===== config.mk =====
export PLATFORM = sky130hd
export DESIGN_NAME = quad_step_decoder
export DESIGN_NICKNAME = d
export VERILOG_FILES = /design/src/rtl/quad_step_decoder.sv
export SDC_FILE = /design/constraint.sdc
export NUM_CORES = 1
export LEC_CHECK = 0
export ABC_CLOCK_PERIOD_IN_PS = 3400
export CAP_MARGIN = 40
export CORE_UTILIZATION = 51
export DETAILED_ROUTE_END_ITERATION = 16
export HOLD_SLACK_MARGIN = 0.12
export PLACE_DENSITY = 0.83
export SYNTH_ARGS = -nofsm -noshare
export SYNTH_HDL_FRONTEND = slang
export SYNTH_SLANG_ARGS = --single-unit

===== constraint.sdc =====
create_clock -name clk -period 3.4 [get_ports clk]
set_input_delay 0.85 -clock clk [delete_from_list [all_inputs] [get_ports clk]]
set_output_delay 0.85 -clock clk [all_outputs]
set_load 0.005 [all_outputs]

===== src/rtl/quad_step_decoder.sv =====
// Quadrature step decoder: 2-flop synchronizer, glitch filter, Gray-phase tracker, loadable position count.
// Define QUAD_SATURATE_EN to clamp the count at its limits instead of wrapping.
module quad_step_decoder #(
  parameter int WIDTH  = 8,
  parameter int FILTER = 2
) (
  input  logic             clk,
  input  logic             reset,
  input  logic             en,
  input  logic             qa,
  input  logic             qb,
  input  logic             load,
  input  logic [WIDTH-1:0] load_data,
  output logic [WIDTH-1:0] count,
  output logic             step,
  output logic             dir,
  output logic             err,
  output logic             ovf
);

  typedef enum logic [1:0] {P00 = 2'b00, P01 = 2'b01, P11 = 2'b11, P10 = 2'b10} phase_t;

  logic [1:0] s1, s2;
  logic [1:0] filt, cand;
  logic [3:0] cnt, hits;
  phase_t     state, next_state;
  logic       up, dn, bad;
  logic       at_max, at_min;

  always_ff @(posedge clk) begin
    if (reset) begin
      s1 <= 2'b00;
      s2 <= 2'b00;
    end else begin
      s1 <= {qa, qb};
      s2 <= s1;
    end
  end

  // Run length of the current candidate, counting this edge.
  always_comb begin
    hits = 4'd1;
    if (cnt != 4'd0 && s2 == cand) hits = cnt + 4'd1;
  end

  always_ff @(posedge clk) begin
    if (reset) begin
      filt <= 2'b00;
      cand <= 2'b00;
      cnt  <= 4'd0;
    end else if (s2 == filt) begin
      cnt <= 4'd0;
    end else if (hits >= 4'(FILTER)) begin
      filt <= s2;
      cnt  <= 4'd0;
    end else begin
      cand <= s2;
      cnt  <= hits;
    end
  end

  always_ff @(posedge clk) begin
    if (reset) state <= P00;
    else       state <= next_state;
  end

  always_comb begin
    next_state = phase_t'(filt);
  end

  always_comb begin
    up  = 1'b0;
    dn  = 1'b0;
    bad = ((state ^ next_state) == 2'b11);
    case (state)
      P00: begin up = (next_state == P01); dn = (next_state == P10); end
      P01: begin up = (next_state == P11); dn = (next_state == P00); end
      P11: begin up = (next_state == P10); dn = (next_state == P01); end
      P10: begin up = (next_state == P00); dn = (next_state == P11); end
      default: ;
    endcase
  end

  assign at_max = (count == {WIDTH{1'b1}});
  assign at_min = (count == {WIDTH{1'b0}});

  always_ff @(posedge clk) begin
    if (reset) begin
      count <= '0;
      step  <= 1'b0;
      dir   <= 1'b0;
      err   <= 1'b0;
      ovf   <= 1'b0;
    end else begin
      step <= 1'b0;
      err  <= bad;
      ovf  <= 1'b0;
      if ((up || dn) && en) begin
        step <= 1'b1;
        dir  <= up;
`ifdef QUAD_SATURATE_EN
        if ((up && at_max) || (dn && at_min)) ovf <= !load;
        else count <= up ? count + WIDTH'(1) : count - WIDTH'(1);
`else
        count <= up ? count + WIDTH'(1) : count - WIDTH'(1);
        ovf   <= !load && (up ? at_max : at_min);
`endif
      end
      // A load wins over any step arithmetic on the same edge.
      if (load) count <= load_data;
    end
  end

endmodule


==> impl_metrics.yaml, run 1 <==
setup_path:
  crit_path_start_kind: "flop"
  timing.rr.end: "count[6]"
  worstSetupEndpoint: "count[6]"
  critPathKind: "reg2reg"
  r2r_slack_ps: 540
  critPathCaptureType: "flop"
  cp-startpoint: "filt[1]"
  worstRegToRegCells: 9
  crit_fanout: 11
  crit_arrival_ps: 3120
  crit_required_ps: 3660
  worstReg2RegStart: "filt[1]"
logic_synthesis:
  synthArstFlopShare: 0
  seq_area_frac_synth: 0.3813
  synth_warnings: 0
  syn_area_per_cell_sq_um: 8.640
  synth_largest_area_cell: "dfxtp_1"
  synthCells: 158
  synth_area_sq_um: 1365
  yosys_register_bits: 26
  synth_edf_count: 0
  ys_types: 37
  synth_top_area_share: 0.3813
  synth_top_cells_by_area: "dfxtp_1 (38%), xnor2_1 (9.0%), a211oi_1 (6.6%)"
  synth_flop_cell: "dfxtp_1"
place:
  dp_cells: 206
  port_buffers: 25
  hpwl_um: 2109
  gp_congestion: 0.8604
outcome:
  status: "finished, final reports clean"
sta:
  slew_viol_final: 0
  finalHoldViolations: 0
  tightest_slew_ps: 758.1
  finClkSkew_ps: 8.074
  fin_tns_setup_ps: 0
  fin_crit_ps: 2860
  min_period_over_period: 0.8411
  maxSlewHeadroom: 0.4910
  rsz0062_at_grt: "false"
  fmax_ghz: 0.3497
  setup_viol: 0
global_route:
  grt_usage: 0.2185
  grt_pass1_vias: 1113
  antenna_found_initial: 0
  grt_pass1_wl_um: 4560
  grt_max_degree: 17
  grt_overflow: 0
route:
  dr.pass1.iters: 4
  drt_iter0_drc: 33
  routedWlPerCell_um: 13.17
  antenna_left: 0
  wl_um: 2766
  vias_per_cell: 5.690
  via_count: 1195
  drc_errors: 0
clock_tree:
  cts_sinks: 26
  cts_buffers: 3
  cts_tree: "built"
  insertion_delay_ps: 320
  cts.path.max_buffers: 2
  post-cts-setup-buffer-count: 0
  cts-root-buf: "clkbuf_4"
  clk_pin_slew_ps: 140
  htree_levels: 1
  hold_buffers: 0
  post_cts_resize_count: 0
run:
  cap_violations: 0
floorplanning:
  core_sq_um: 2500
  floorplan.rows: 18
  start_util: 0.5460
  fp.dieW_um: 53.74
  dieArea_sq_um: 2887
  ios: 26
  die_h_um: 53.74
cells_and_area:
  drive_gt1_frac: 0.06111
  area_growth_pct: 20.62
  n_antenna_cell: 0
  utilization: 0.6587
  fin_cells: 210
  final_nets: 198
power:
  leakage_nw: 0.6063
  p_sw_frac: 0.2754
  combPwrFrac: 0.203
  power.share.clock: 0.248
  p_int_uw: 454.4
  max-vdd-ir-drop_uv: 352.0
  p_sw_uw: 172.7
  power.density_nw_per_um2: 380.8
  sequentialPowerShare: 0.550
worst_hold_path:
  min_path_cells: 1
  holdCritPathClass: "reg2reg"
## worst min path at each step
stage	startpoint	end	slack (ps)
2_1_floorplan	s1[0]	s2[0]	410
3_3_place_gp	s1[1]	s2[1]	440
3_5_place_dp	s1[0]	s2[0]	430
4_1_cts	s1[0]	s2[0]	460
5_1_grt	s1[0]	s2[0]	470
6_report	s1[0]	s2[0]	460
## area by class of cell
| type | instances | area [sq um] |
|---|---|---|
| fill | 213 | 853.3 |
| multi-input combinational | 117 | 768.2 |
| sequential | 26 | 520.5 |
| timing repair buffer | 26 | 257.7 |
| tap | 30 | 37.54 |
| clock buffer | 4 | 36.28 |
| inverter | 7 | 26.28 |
## power groups by stage
| stage | logic, mW | clock network (mW) | registers [mW] |
|---|---|---|---|
| after floorplan | 0.0887 | 0 | 0.341 |
| after global placement | 0.122 | 0 | 0.349 |
| after detailed placement | 0.126 | 0 | 0.351 |
| after CTS | 0.127 | 0.158 | 0.344 |
| after global routing | 0.141 | 0.171 | 0.348 |
| final | 0.127 | 0.155 | 0.345 |
## flip-flops by register name, indices dropped and copies added (netlist names)
register  cells
state         2
step          1
count         8
err           1
cand          2
s2            2
ovf           1
s1            2
dir           1
cnt           4
filt          2
## metrics by stage
stage / power, mW / setup WS, ps / instance area (sq um) / hold slack, ps
2_1_floorplan: 0.4297 / 1040 / 1373 / 413.8
4_1_cts: 0.6293 / 537.5 / 1647 / 464.3
6_report: 0.6271 / 540.2 / 1647 / 460.0
3_3_place_gp: 0.4714 / 717.3 / 1610 / 443.4
5_1_grt: 0.6597 / 371.8 / 1647 / 471.1
3_5_place_dp: 0.4771 / 577.7 / 1610 / 430.5
## cells by family (layout without fill, tap and decap cells)
logic type | after synthesis | in the layout | share of synthesized area
AOI/OAI and AO/OA | 33 | 33 | 0.1760
muxes | 3 | 3 | 0.02383
buffers and inverters | 17 | 37 | 0.06141
DFF | 26 | 26 | 0.3813
and+or+nand+nor | 57 | 57 | 0.2117
adders and majority gates | 3 | 3 | 0.02750
other | 1 | 3 | 0.002747
xor gates and xnor gates | 18 | 18 | 0.1155
## layer usage
layer	track usage	vias to the layer above	routed length, um
met5	0	-	0
met4	0.06140	0	31
met3	0.05932	4	162
met2	0.3724	43	1327
met1	0.2663	557	1245
li1	-	591	-
## synthesized netlist by cell type (2+ instances only)
library cell and n:
xor2_1 4, and3_1 3, o211ai_1 2, nor2_1 21, xnor2_1 14, a211oi_2 2, o21ai_0 4, ha_1 3
mux2_2 2, a21oi_1 7, nor3_1 2, nand2b_1 3, nand2_1 6, nand3_1 5, a211oi_1 12, dfxtp_1 26
clkbuf_1 5, nor4_1 4, nor2b_1 8, inv_1 7, buf_6 2
## critical path, stage by stage (launching register included)
cell and delay, ps:
dfxtp_1 490, xor2_1 580, nor2_1 150, xnor2_1 170
ha_1 250, inv_1 80, or4_4 530, a211oi_2 250
xnor2_1 100, a211oi_2 200
## cell usage in the layout, fill, tap and decap left out, types with 2 or more instances in the layout
cell type	n
a211oi_1	12
a211oi_2	2
a21oi_1	7
and3_1	3
clkbuf_4	3
clkdlybuf4s50_1	25
conb_1	3
dfxtp_1	26
ha_1	3
inv_1	7
mux2_2	2
nand2_1	6
nand2b_1	3
nand3_1	5
nor2_1	21
nor2b_1	8
nor3_1	2
nor4_1	4
o211ai_1	2
o21ai_0	4
xnor2_1	14
xor2_1	4
(Power assumes the default switching activity.)
==> inputs of run 2 (changes only) <==
Settings changed: ABC_CLOCK_PERIOD_IN_PS 3400 to 2400, CORE_UTILIZATION 51 to 46, PLACE_DENSITY 0.83 to 0.79.
Clock period 3.4 ns to 2.4 ns, I/O delays scaled along.
==> run 2 against run 1 <==
Compared with the run above: flip-flop and latch count did not move; die area up 10%; worst setup slack got worse by 350 ps; hold slack improved by 7.6 ps; clock power grew 95%; total power up 56%; core utilization down 4.0 points; sequential power up 40%; largest power group unchanged.
==> impl_metrics.yaml, run 2 (synthesized netlist as in run 1, its figures left out) <==
outcome:
  status: "finished, final reports clean"
global_route:
  grt_pass1_wl_um: 4892
  grt_usage: 0.1902
  grt_pass1_vias: 1184
  antenna_found_initial: 0
  grt_overflow: 0
  grt_max_degree: 16
cells_and_area:
  largest_register_ffs: 8
  area_growth_pct: 26.12
  n_antenna_cell: 0
  reg.largest.list: "count x8, cnt x4"
  drive_gt1_frac: 0.1123
  final_cell_mix: "clkdlybuf4s50_1 (25), dfxtp_1 (24), nor2_1 (21), xnor2_1 (14), a211oi_1 (12)"
  mostFrequentLayoutCell: "clkdlybuf4s50_1"
  top_register: "count"
  final_nets: 205
  fill_cells: 253
  design_area_sq_um: 1722
clock_tree:
  clk_pin_slew_ps: 150
  cts_buffers: 3
  insertion_delay_ps: 320
  cts_tree: "built"
  hold_buffers: 0
  htree_levels: 1
  cts_sinks: 26
  cts-root-buf: "clkbuf_4"
  cts.path.max_buffers: 2
setup_path:
  timing.rr.end: "count[6]"
  crit_required_ps: 2660
  crit_arrival_ps: 2470
  crit_fanout: 3
  critPathCaptureType: "flop"
  critical_path.max_stage_delay_ps: 530
  cp_slowest_cell: "or4_4"
  path_cells: "xor2_1 > nor2_1 > xnor2_1 > ha_2 > inv_1 > or4_4 > a211oi_2 > xnor2_1 > a211oi_2"
  r2r_slack_ps: 190
  worstReg2RegStart: "state[0]"
  critPathKind: "reg2reg"
  crit_path_start_kind: "flop"
  worstRegToRegCells: 9
route:
  antenna_left: 0
  dr_wl_met2_um: 1465
  met3_length_um: 121
  drc_errors: 0
  routedWlPerCell_um: 12.92
  dr.pass1.iters: 4
  wl_um: 2817
  routed.top_layer: "met4"
  vias_per_cell: 5.550
  drt_iter0_drc: 47
  wl_met1_um: 1215
  via_count: 1210
run:
  cap_violations: 0
floorplanning:
  die_h_um: 56.48
  ios: 26
  start_util: 0.4908
  core_sq_um: 2781
  dieArea_sq_um: 3189
  floorplan.rows: 19
  fp.dieW_um: 56.48
place:
  hpwl_um: 2147
  gp_congestion: 0.8234
  port_buffers: 25
  dpl-instance-area_sq_um: 1657
power:
  p_sw_uw: 251.5
  leakage_nw: 0.6483
  power.density_nw_per_um2: 569.5
  max-vdd-ir-drop_uv: 395.5
  power.share.clock: 0.308
  p_int_uw: 729.0
  p_sw_frac: 0.2565
  sequentialPowerShare: 0.493
  combPwrFrac: 0.199
  total_power_uw: 980.4
sta:
  fmax_ghz: 0.4528
  rsz0062_at_grt: "false"
  slew_viol_final: 0
  maxSlewHeadroom: 0.5692
  tightest_slew_ps: 641.6
  setup_viol: 0
  min_period_over_period: 0.9201
  fin_tns_setup_ps: 0
  fin_crit_ps: 2208
  finClkSkew_ps: 5.785
  finalHoldViolations: 0
worst_hold_path:
  worstHoldStart: "s1[0]"
  whs_endpoint: "s2[0]"
  min_path_cells: 1
  holdCritPathClass: "reg2reg"
[run 2: power groups by stage]
stage	Clock, mW	Combinational, mW	Sequential (mW)
final	0.302	0.195	0.483
after global routing	0.324	0.217	0.488
after CTS	0.313	0.192	0.483
after detailed placement	0	0.191	0.493
after global placement	0	0.185	0.491
after floorplan	0	0.126	0.483
[run 2: repair_timing]
| action | 4_1_cts | 5_1_grt |
|---|---|---|
| resized for setup | 0 | 3 |
| setup endpoints to repair | 0 | 1 |
| setup buffers | 0 | 1 |
[run 2: final cells by class]
| cell class | count | area, sq um | share of cell area |
|---|---|---|---|
| Multi-Input combinational cell | 117 | 770.7 | 0.4477 |
| Sequential cell | 26 | 523.0 | 0.3038 |
| Timing Repair Buffer | 33 | 310.3 | 0.1802 |
| Tap cell | 31 | 38.79 | 0.02253 |
| Clock inverter | 1 | 30.03 | 0.01744 |
| Inverter | 7 | 26.28 | 0.01526 |
| Clock buffer | 3 | 22.52 | 0.01308 |
[run 2: how the worst max path moves through the flow]
| stage | slack, ps | endpoint | cells after the start | startpoint |
|---|---|---|---|---|
| after CTS | 70 | count[6] | 9 | state[0] |
| after detailed placement | 100 | count[6] | 9 | state[0] |
| after global placement | 190 | count[6] | 9 | state[0] |
| final | 190 | count[6] | 9 | state[0] |
| after global routing | 20 | count[6] | 9 | state[0] |
| after floorplan | 40 | count[6] | 11 | filt[0] |
[run 2: layer usage]
layer / vias up / GRT usage
li1: 603 / -
met2: 29 / 0.3361
met5: - / 0
met4: 0 / 0.07317
met1: 576 / 0.2320
met3: 2 / 0.02535
[run 2: critical path: cells and delay by family, from the launching register on]
kind                       cells  cell delay [ps]
AOI/OAI and AO/OA              2              450
DFF                            1              390
adders and majority gates      1              210
and+or+nand+nor                2              610
xor gates and xnor gates       3              430
buffers and inverters          1               60
[run 2: stage by stage]
step | utilization | instances | hold slack, ps | setup slack (ps)
3_3_place_gp | 0.5956 | 213 | 426.3 | 185.4
2_1_floorplan | - | 160 | 413.8 | 39.71
6_report | 0.6190 | 218 | 467.6 | 191.7
3_5_place_dp | 0.5956 | 213 | 437.8 | 98.90
4_1_cts | 0.6145 | 217 | 471.9 | 67.77
5_1_grt | 0.6190 | 218 | 481.5 | 21.47
